--- src/rtl/pc_fetch_ctrl.sv ---
// Instruction-fetch sequencer: owns the fetch PC, issues one request at a time,
// presents returned instructions to decode and applies EX redirects.
module pc_fetch_ctrl #(
    parameter int              XLEN     = 64,
    parameter logic [XLEN-1:0] RESET_PC = XLEN'(64'h0000_0000_8000_0000)
) (
    input  logic            clock,
    input  logic            reset,
    input  logic            redirect_valid,
    input  logic [XLEN-1:0] redirect_pc,
    input  logic            stall,
    output logic            if_req_valid,
    output logic [XLEN-1:0] if_req_addr,
    input  logic            if_req_ready,
    input  logic            if_rsp_valid,
    input  logic [31:0]     if_rsp_data,
    output logic            inst_valid,
    output logic [XLEN-1:0] inst_pc,
    output logic [31:0]     inst,
    output logic            misalign
);

    typedef enum logic [2:0] {
        ST_BOOT,
        ST_REQ,
        ST_WAIT,
        ST_DROP,
        ST_OUT
    } state_t;

    state_t            r_state;
    logic [XLEN-1:0]   r_pc;
    logic              r_reqValid;
    logic              r_instValid;
    logic [XLEN-1:0]   r_instPc;
    logic [31:0]       r_inst;
    logic              r_misalign;

    logic [XLEN-1:0]   w_redirTarget;
    logic              w_redirMisaligned;
    logic [XLEN-1:0]   w_pcPlus4;

    // Redirect targets are forced to word alignment; the low bits only raise misalign.
    assign w_redirTarget     = {redirect_pc[XLEN-1:2], 2'b00};
    assign w_redirMisaligned = |redirect_pc[1:0];
    assign w_pcPlus4         = r_pc + XLEN'(4);

    assign if_req_valid = r_reqValid;
    assign if_req_addr  = r_pc;
    assign inst_valid   = r_instValid;
    assign inst_pc      = r_instPc;
    assign inst         = r_inst;
    assign misalign     = r_misalign;

    always_ff @(posedge clock) begin
        if (reset) begin
            r_state     <= ST_BOOT;
            r_pc        <= RESET_PC;
            r_reqValid  <= 1'b0;
            r_instValid <= 1'b0;
            r_instPc    <= '0;
            r_inst      <= '0;
            r_misalign  <= 1'b0;
        end else begin
            r_misalign <= redirect_valid && w_redirMisaligned;
            case (r_state)
                ST_BOOT: begin
                    if (redirect_valid) begin
                        r_pc <= w_redirTarget;
                    end
                    r_state    <= ST_REQ;
                    r_reqValid <= 1'b1;
                end
                ST_REQ: begin
                    // Retargeting an unaccepted request is legal; an accepted one must be drained.
                    if (redirect_valid) begin
                        r_pc <= w_redirTarget;
                    end
                    if (if_req_ready) begin
                        r_state    <= redirect_valid ? ST_DROP : ST_WAIT;
                        r_reqValid <= 1'b0;
                    end
                end
                ST_WAIT: begin
                    if (redirect_valid) begin
                        r_pc <= w_redirTarget;
                        if (if_rsp_valid) begin
                            r_state    <= ST_REQ;
                            r_reqValid <= 1'b1;
                        end else begin
                            r_state <= ST_DROP;
                        end
                    end else if (if_rsp_valid) begin
                        r_inst      <= if_rsp_data;
                        r_instPc    <= r_pc;
                        r_instValid <= 1'b1;
                        r_state     <= ST_OUT;
                    end
                end
                ST_DROP: begin
                    if (redirect_valid) begin
                        r_pc <= w_redirTarget;
                    end
                    if (if_rsp_valid) begin
                        r_state    <= ST_REQ;
                        r_reqValid <= 1'b1;
                    end
                end
                ST_OUT: begin
                    if (redirect_valid) begin
                        r_pc        <= w_redirTarget;
                        r_instValid <= 1'b0;
                        r_state     <= ST_REQ;
                        r_reqValid  <= 1'b1;
                    end else if (!stall) begin
                        r_pc        <= w_pcPlus4;
                        r_instValid <= 1'b0;
                        r_state     <= ST_REQ;
                        r_reqValid  <= 1'b1;
                    end
                end
                default: begin
                    r_state     <= ST_BOOT;
                    r_reqValid  <= 1'b0;
                    r_instValid <= 1'b0;
                end
            endcase
        end
    end

endmodule
--- config.mk ---
export PLATFORM = sky130hd
export DESIGN_NAME = pc_fetch_ctrl
export DESIGN_NICKNAME = d
export VERILOG_FILES = /design/src/rtl/pc_fetch_ctrl.sv
export SDC_FILE = /design/constraint.sdc
export NUM_CORES = 1
export LEC_CHECK = 0
export ABC_AREA = 1
export CORE_MARGIN = 10
export CORE_UTILIZATION = 47
export DETAILED_ROUTE_END_ITERATION = 7
export PLACE_DENSITY_LB_ADDON = 0.12
export SLEW_MARGIN = 20
export SYNTH_ARGS = -nofsm -noshare
export SYNTH_HDL_FRONTEND = slang
export SYNTH_SLANG_ARGS = --single-unit
--- constraint.sdc ---
create_clock -name clock -period 2.2 [get_ports clock]
set_clock_uncertainty 0.15 [all_clocks]
set_input_delay 0.22 -clock clock [delete_from_list [all_inputs] [get_ports clock]]
set_output_delay 0.22 -clock clock [all_outputs]
set_load 0.1 [all_outputs]
==> run_results.csv, run 1 <==
group,metric,value,unit
timing,min_period,2090,ps
clock_network,cts_buffers,17,
clock_network,htreeDepth,4,
power_and_ir_drop,cellLeakagePower,5.00,nW
job,drv_cap,0,
timing,setup_violations,0,
critical_path,start_kind,"flop",
logic_synthesis,ys_seq_elements,162,
routing,ant_nets,0,
worst_hold_path,hold_path.class,"input pin to flop",
timing,fmax,478,MHz
routing,routed_via_density,5.37,
logic_synthesis,syn-cell-area,0.00839,sq mm
critical_path,worstPathMaxFanout,7,
placed_design,dpl_cell_area,0.0111,sq mm
run_status,status,"completed",
placed_design,place_hpwl,25000,um
placed_design,numPortBuffers,260,
worst_hold_path,min_path_cells,4,
layout,diodes,0,
global_routing,grt.overflow.total,0,
critical_path,worstPathArrival,2220,ps
global_routing,grt_use_total,0.266,
critical_path,reg2reg_depth,9,
logic_synthesis,ys_types,35,
routing,drc,0,
layout,nNetsFinal,1680,
floorplanning,fp.dieArea,0.0236,sq mm
layout,final_util,0.676,
clock_network,ctsRootBufferMaster,"clkbuf_16",
routing,dr.pass1.iters,6,
power_and_ir_drop,powerDensity,741,mW/mm^2
floorplanning,initial_core_util,0.482,
timing,slew_violations,0,
logic_synthesis,ys_async_sr_fraction,0,
routing,drt_iter0_markers,1009,
timing,slew_headroom,0.523,
routing,vias,9741,
floorplanning,boundaryPins,265,
layout,drive_gt1_frac,0.202,
timing,finalCritPeriodShare,0.951,
placed_design,place_congestion,0.947,
global_routing,grt_start_max_net_pins,103,
logic_synthesis,synth_edf_count,0,
logic_synthesis,synth_ff_type,"dfxtp_1",
global_routing,grt_pass1_wl,51500,um
logic_synthesis,yosys_warnings,0,
floorplanning,fp.dieW,154,um
timing,hold_viol_final,0,
layout,final_area,0.0118,sq mm
critical_path,reg2reg_to,"if_req_addr[26]$_SDFFE_PP0P_",
timing,worst_slew_pin_slew,716,ps
logic_synthesis,avgSynthCellArea,6.40,sq um
critical_path,required,2330,ps
layout,syn_to_final_growth,40.2,%
floorplanning,row_count,48,
routing,routed_wl,33000,um
power_and_ir_drop,ir_worst_vdd,0.567,mV
logic_synthesis,seq_area_frac_synth,0.386,
critical_path,crit_type,"flop to flop",
critical_path,worst-r2r-setup-slack,110,ps
clock_network,clock_latency,430,ps
worst_hold_path,hold_start,"reset",
routing,wl_per_cell,18.2,um
power_and_ir_drop,p_total,8.72,mW
clock_network,clk_pin_slew_worst_paths,80,ps
clock_network,cts_tree,"built",
logic_synthesis,synth_cells,1311,
floorplanning,core_area,0.0174,sq mm
clock_network,cts.sinks,162,
worst_hold_path,min_to,"if_req_addr[31]$_SDFFE_PP1P_",
critical_path,worstSetupEndpointType,"flop",
clock_network,cts_buffer_depth,2,
global_routing,antenna_found_initial,0,
global_routing,grt_pass1_vias,9213,
critical_path,r2r_start,"if_req_addr[2]$_SDFFE_PP0P_",
floorplanning,die_y,154,um
[critical path, cell delays in order (launching register included)]
cell	delay [ps]
dfxtp_4	370
ha_1	230
nand2_2	120
nor2_4	200
nand2_2	150
nor2_4	230
nand2_1	100
xnor2_1	150
o21bai_1	150
a21oi_1	80
[state kept, by name, summed over array words and instances, names as in the netlist]
signal and cells:
if_req_addr 62, inst_pc 62, inst 32, r_state 3
if_req_valid 1, inst_valid 1, misalign 1
[kinds of logic (layout without fill, tap and decap cells)]
| kind of cell | after synthesis | in the layout | synth area share |
|---|---|---|---|
| adders and majority gates | 1 | 1 | 0.00149 |
| and+or+nand+nor | 677 | 677 | 0.327 |
| buffers and inverters | 158 | 434 | 0.0766 |
| other | 1 | 4 | 0.000447 |
| AOI/OAI and AO/OA | 301 | 301 | 0.196 |
| xor gates and xnor gates | 11 | 11 | 0.0115 |
| DFF | 162 | 162 | 0.386 |
[how the worst max path moves through the flow]
stage	start	to	slack (ps)
3_5_place_dp	if_req_addr[2]$_SDFFE_PP0P_	if_req_addr[18]$_SDFFE_PP0P_	80
4_1_cts	if_req_addr[2]$_SDFFE_PP0P_	if_req_addr[26]$_SDFFE_PP0P_	50
6_report	if_req_addr[2]$_SDFFE_PP0P_	if_req_addr[26]$_SDFFE_PP0P_	110
3_3_place_gp	if_req_addr[2]$_SDFFE_PP0P_	if_req_addr[22]$_SDFFE_PP0P_	110
2_1_floorplan	if_req_addr[41]$_SDFFE_PP0P_	if_req_addr[61]$_SDFFE_PP0P_	2
5_1_grt	if_req_addr[2]$_SDFFE_PP0P_	if_req_addr[54]$_SDFFE_PP0P_	-7
[cell usage in the layout, fill, tap and decap left out, drive strengths merged]
master,count
nor2,260
a211oi,6
o21ai,145
buf,210
a31oi,4
nor3,8
dfxtp,162
o31ai,1
inv,100
nand3b,2
nand3,70
xor2,6
clkinv,3
clkdlybuf4s50,100
conb,4
nor3b,1
bufinv,2
o21a,31
o21bai,6
ha,1
a21oi,102
o211ai,4
or2,7
nand4,13
clkbuf,19
xnor2,5
nand2,316
o22ai,2
[through the flow]
step	setup slack, ps	hold slack, ps	TNS (ps)	instances
final	108	145	0	1815
after global routing	-7.27	198	-7.27	1815
after CTS	52.6	154	0	1810
after detailed placement	81.6	338	0	1778
after global placement	112	322	0	1778
after floorplan	2.43	205	0	1314
[synthesized netlist by cell type, drive strengths merged, types with 6 or more instances]
library cell	number	area share
nor3	8	0.0048
o21a	31	0.028
dfxtp	162	0.39
xor2	6	0.0063
nand3	70	0.042
o21ai	145	0.086
a21oi	102	0.062
nor2	260	0.12
inv	90	0.040
nand2	316	0.14
buf	31	0.020
a211oi	6	0.0054
clkbuf	36	0.016
nand4	13	0.0097
o21bai	6	0.0054
or2	7	0.0052
[power by group]
group	internal, mW	total [mW]	switching [mW]
Sequential	3.12	3.30	0.185
Clock	1.75	3.13	1.38
Combinational	0.581	2.29	1.71
[per-layer routing]
| metal | vias to the layer above | GRT usage | part of all wire |
|---|---|---|---|
| met1 | 4473 | 0.350 | 0.43 |
| met5 | - | 0 | 0 |
| met3 | 41 | 0.0792 | 0.10 |
| li1 | 4771 | - | - |
| met2 | 456 | 0.422 | 0.46 |
| met4 | 0 | 0.0576 | 0.016 |
[final cells by class]
class,count,area (sq um)
Clock buffer,18,439
Clock inverter,14,165
Fill cell,1590,5650
Inverter,91,342
Multi-Input combinational cell,994,4550
Sequential cell,162,3300
Tap cell,225,282
Timing Repair Buffer,311,2690
[what timing repair did]
item / CTS / global route
setup endpoints to repair: 0 / 18
resized for setup: 0 / 10
setup buffers: 0 / 4
hold buffers: 0 / 0
Note: power is estimated with default switching activity, not from simulation.
==> inputs of run 2 (changes only) <==
--- a/config.mk
+++ b/config.mk
@@ -9,7 +9,8 @@
 export CORE_MARGIN = 10
 export CORE_UTILIZATION = 47
 export DETAILED_ROUTE_END_ITERATION = 7
-export PLACE_DENSITY_LB_ADDON = 0.12
+export PLACE_DENSITY = 0.81
+export SKIP_CTS_REPAIR_TIMING = 1
 export SLEW_MARGIN = 20
 export SYNTH_ARGS = -nofsm -noshare
 export SYNTH_HDL_FRONTEND = slang
==> run 2 against run 1 <==
Worst setup slack got worse by 59 ps; register-to-register slack got worse by 60 ps; hold slack improved by 49 ps; largest cell class unchanged; critical path depth unchanged; core utilization decreased by 0.42 points; non-clock buffer count decreased by 1; via count increased by 0.63%; maximum frequency decreased by 2.7%; clock power decreased by 3%; wire length increased by 0.47%; largest power group unchanged; cell area decreased by 0.63%.
==> run_results.csv, run 2 (same netlist as run 1, synthesis figures left out) <==
group,metric,value,unit
timing,finalCritPeriodShare,0.978,
clock_network,clock_latency,430,ps
timing,rsz0062_at_grt,"yes",
critical_path,cp_cell_sequence,"nand2_1 -> nor2_1 -> nand2_1 -> nor2_1 -> nand2_1 -> o21ai_0 -> nand3_1 -> nand2_1 -> a21oi_1",
run_status,status,"completed",
layout,nNetsFinal,1679,
critical_path,worstSetupEndpointType,"flop",
layout,drive_gt1_frac,0.196,
routing,dr.pass1.iters,6,
routing,routed_via_density,5.41,
layout,mostFrequentLayoutCell,"nand2_1",
power_and_ir_drop,ir_worst_vdd,0.520,mV
job,drv_cap,0,
timing,tns,0,ps
critical_path,crit_buf_inv,0,
clock_network,htreeDepth,4,
floorplanning,core_area,0.0174,sq mm
critical_path,crit_type,"flop to flop",
clock_network,cts_buffers,17,
critical_path,critical-path-slowest-cell,"dfxtp_2",
critical_path,reg2reg_to,"if_req_addr[55]$_SDFFE_PP0P_",
floorplanning,die_y,154,um
worst_hold_path,hold_start,"reset",
floorplanning,fp.dieW,154,um
routing,vias,9802,
global_routing,grt_use_total,0.266,
worst_hold_path,hold_path.class,"input pin to flop",
worst_hold_path,min_path_cells,5,
clock_network,cts_tree,"built",
routing,routed_wl,33100,um
floorplanning,fp.dieArea,0.0236,sq mm
clock_network,clk_pin_slew_worst_paths,70,ps
clock_network,ctsRootBufferMaster,"clkbuf_16",
critical_path,worstPathMaxFanout,6,
routing,drc,0,
layout,fill_cells,1578,
layout,layout_common_cells,"314 x nand2_1, 248 x nor2_1, 204 x buf_4",
layout,diodes,0,
critical_path,required,2330,ps
critical_path,worstPathArrival,2280,ps
global_routing,antenna_found_initial,0,
timing,hold_viol_final,0,
global_routing,grt_start_max_net_pins,68,
critical_path,worst-r2r-setup-slack,50,ps
global_routing,grt.overflow.total,0,
global_routing,grt_pass1_vias,9448,
critical_path,start_kind,"flop",
power_and_ir_drop,p_total,8.66,mW
power_and_ir_drop,powerDensity,740,mW/mm^2
floorplanning,row_count,48,
worst_hold_path,min_to,"inst_pc[39]$_SDFFE_PP0P_",
placed_design,numPortBuffers,260,
layout,syn_to_final_growth,39.3,%
critical_path,reg2reg_depth,9,
placed_design,place_congestion,1.02,
placed_design,place_hpwl,25400,um
critical_path,max_stage_delay,410,ps
timing,fmax,465,MHz
timing,min_period,2150,ps
critical_path,cpMostUsedCell,"nand2_1",
clock_network,cts.sinks,162,
timing,worst_slew_pin_slew,731,ps
clock_network,cts_buffer_depth,2,
routing,ant_nets,0,
routing,drt_iter0_markers,1001,
floorplanning,initial_core_util,0.482,
timing,slew_violations,0,
critical_path,crit_family,"simple AND/OR/NAND/NOR gates",
power_and_ir_drop,cellLeakagePower,4.96,nW
timing,setup_violations,0,
global_routing,grt_pass1_wl,51800,um
timing,slew_headroom,0.513,
critical_path,r2r_start,"if_req_addr[10]$_SDFFE_PP0P_",
routing,wl_per_cell,18.3,um
floorplanning,boundaryPins,265,
[run 2: changes by cell type in the layout (fill, tap and decap cells not counted), sizes merged]
cell / previous run / this run
inv: 100 / 94
clkinv: 3 / 5
clkbuf: 19 / 21
[run 2: report_power, final]
part | internal [mW] | total, mW | switching (mW)
Sequential | 3.12 | 3.30 | 0.187
Clock | 1.77 | 3.05 | 1.28
Combinational | 0.585 | 2.30 | 1.72
[run 2: final cells by class]
cell class              instances  area [sq um]  area share
clock buffers                  21           470      0.0402
flip-flops and latches        162          3300       0.282
clock inverters                10           124      0.0106
multi-input cells             994          4530       0.388
repair buffers                310          2640       0.226
well taps                     225           282      0.0241
inverters                      91           344      0.0294
[run 2: worst max path at each step]
| stage | start | to | slack [ps] | depth (start not counted) |
|---|---|---|---|---|
| floorplan | if_req_addr[41]$_SDFFE_PP0P_ | if_req_addr[61]$_SDFFE_PP0P_ | 2 | 9 |
| global placement | redirect_valid | if_req_addr[33]$_SDFFE_PP0P_ | 80 | 9 |
| detailed placement | redirect_valid | if_req_addr[34]$_SDFFE_PP0P_ | 40 | 9 |
| CTS | if_req_addr[17]$_SDFFE_PP0P_ | if_req_addr[33]$_SDFFE_PP0P_ | 90 | 9 |
| global route | if_req_addr[10]$_SDFFE_PP0P_ | if_req_addr[55]$_SDFFE_PP0P_ | -2 | 9 |
| finish | if_req_addr[10]$_SDFFE_PP0P_ | if_req_addr[55]$_SDFFE_PP0P_ | 50 | 9 |
[run 2: worst register-to-register path, cell delays in order, from the launching register on]
cell and delay, ps:
dfxtp_2 410, nand2_1 100, nor2_1 290, nand2_1 180, nor2_1 230, nand2_1 170, o21ai_0 200, nand3_1 140
nand2_1 90, a21oi_1 50
[run 2: metrics by stage]
stage | cell area [sq um] | instances | worst slack, ps | util | hold slack, ps
global route | 11700 | 1813 | -1.77 | 0.671 | 229
finish | 11700 | 1813 | 49.1 | 0.671 | 194
detailed placement | 11100 | 1781 | 37.8 | 0.636 | 340
floorplan | 8460 | 1314 | 2.43 | - | 205
global placement | 11100 | 1781 | 80.5 | 0.636 | 337
CTS | 11700 | 1812 | 91.4 | 0.670 | 197
[run 2: per-layer routing]
metal / GRT usage / routed length (um)
met5: 0 / 0
met1: 0.336 / 13700
met3: 0.0982 / 3520
met4: 0.0711 / 710
met2: 0.420 / 15200
==> inputs of run 3 (changes only) <==
--- a/config.mk
+++ b/config.mk
@@ -9,6 +9,7 @@
 export CORE_MARGIN = 10
 export CORE_UTILIZATION = 47
 export DETAILED_ROUTE_END_ITERATION = 7
+export GPL_TIMING_DRIVEN = 1
 export PLACE_DENSITY = 0.81
 export SKIP_CTS_REPAIR_TIMING = 1
 export SLEW_MARGIN = 20
==> results of run 3 <==
Final layout, timing and power as in run 2 (identical DEF).
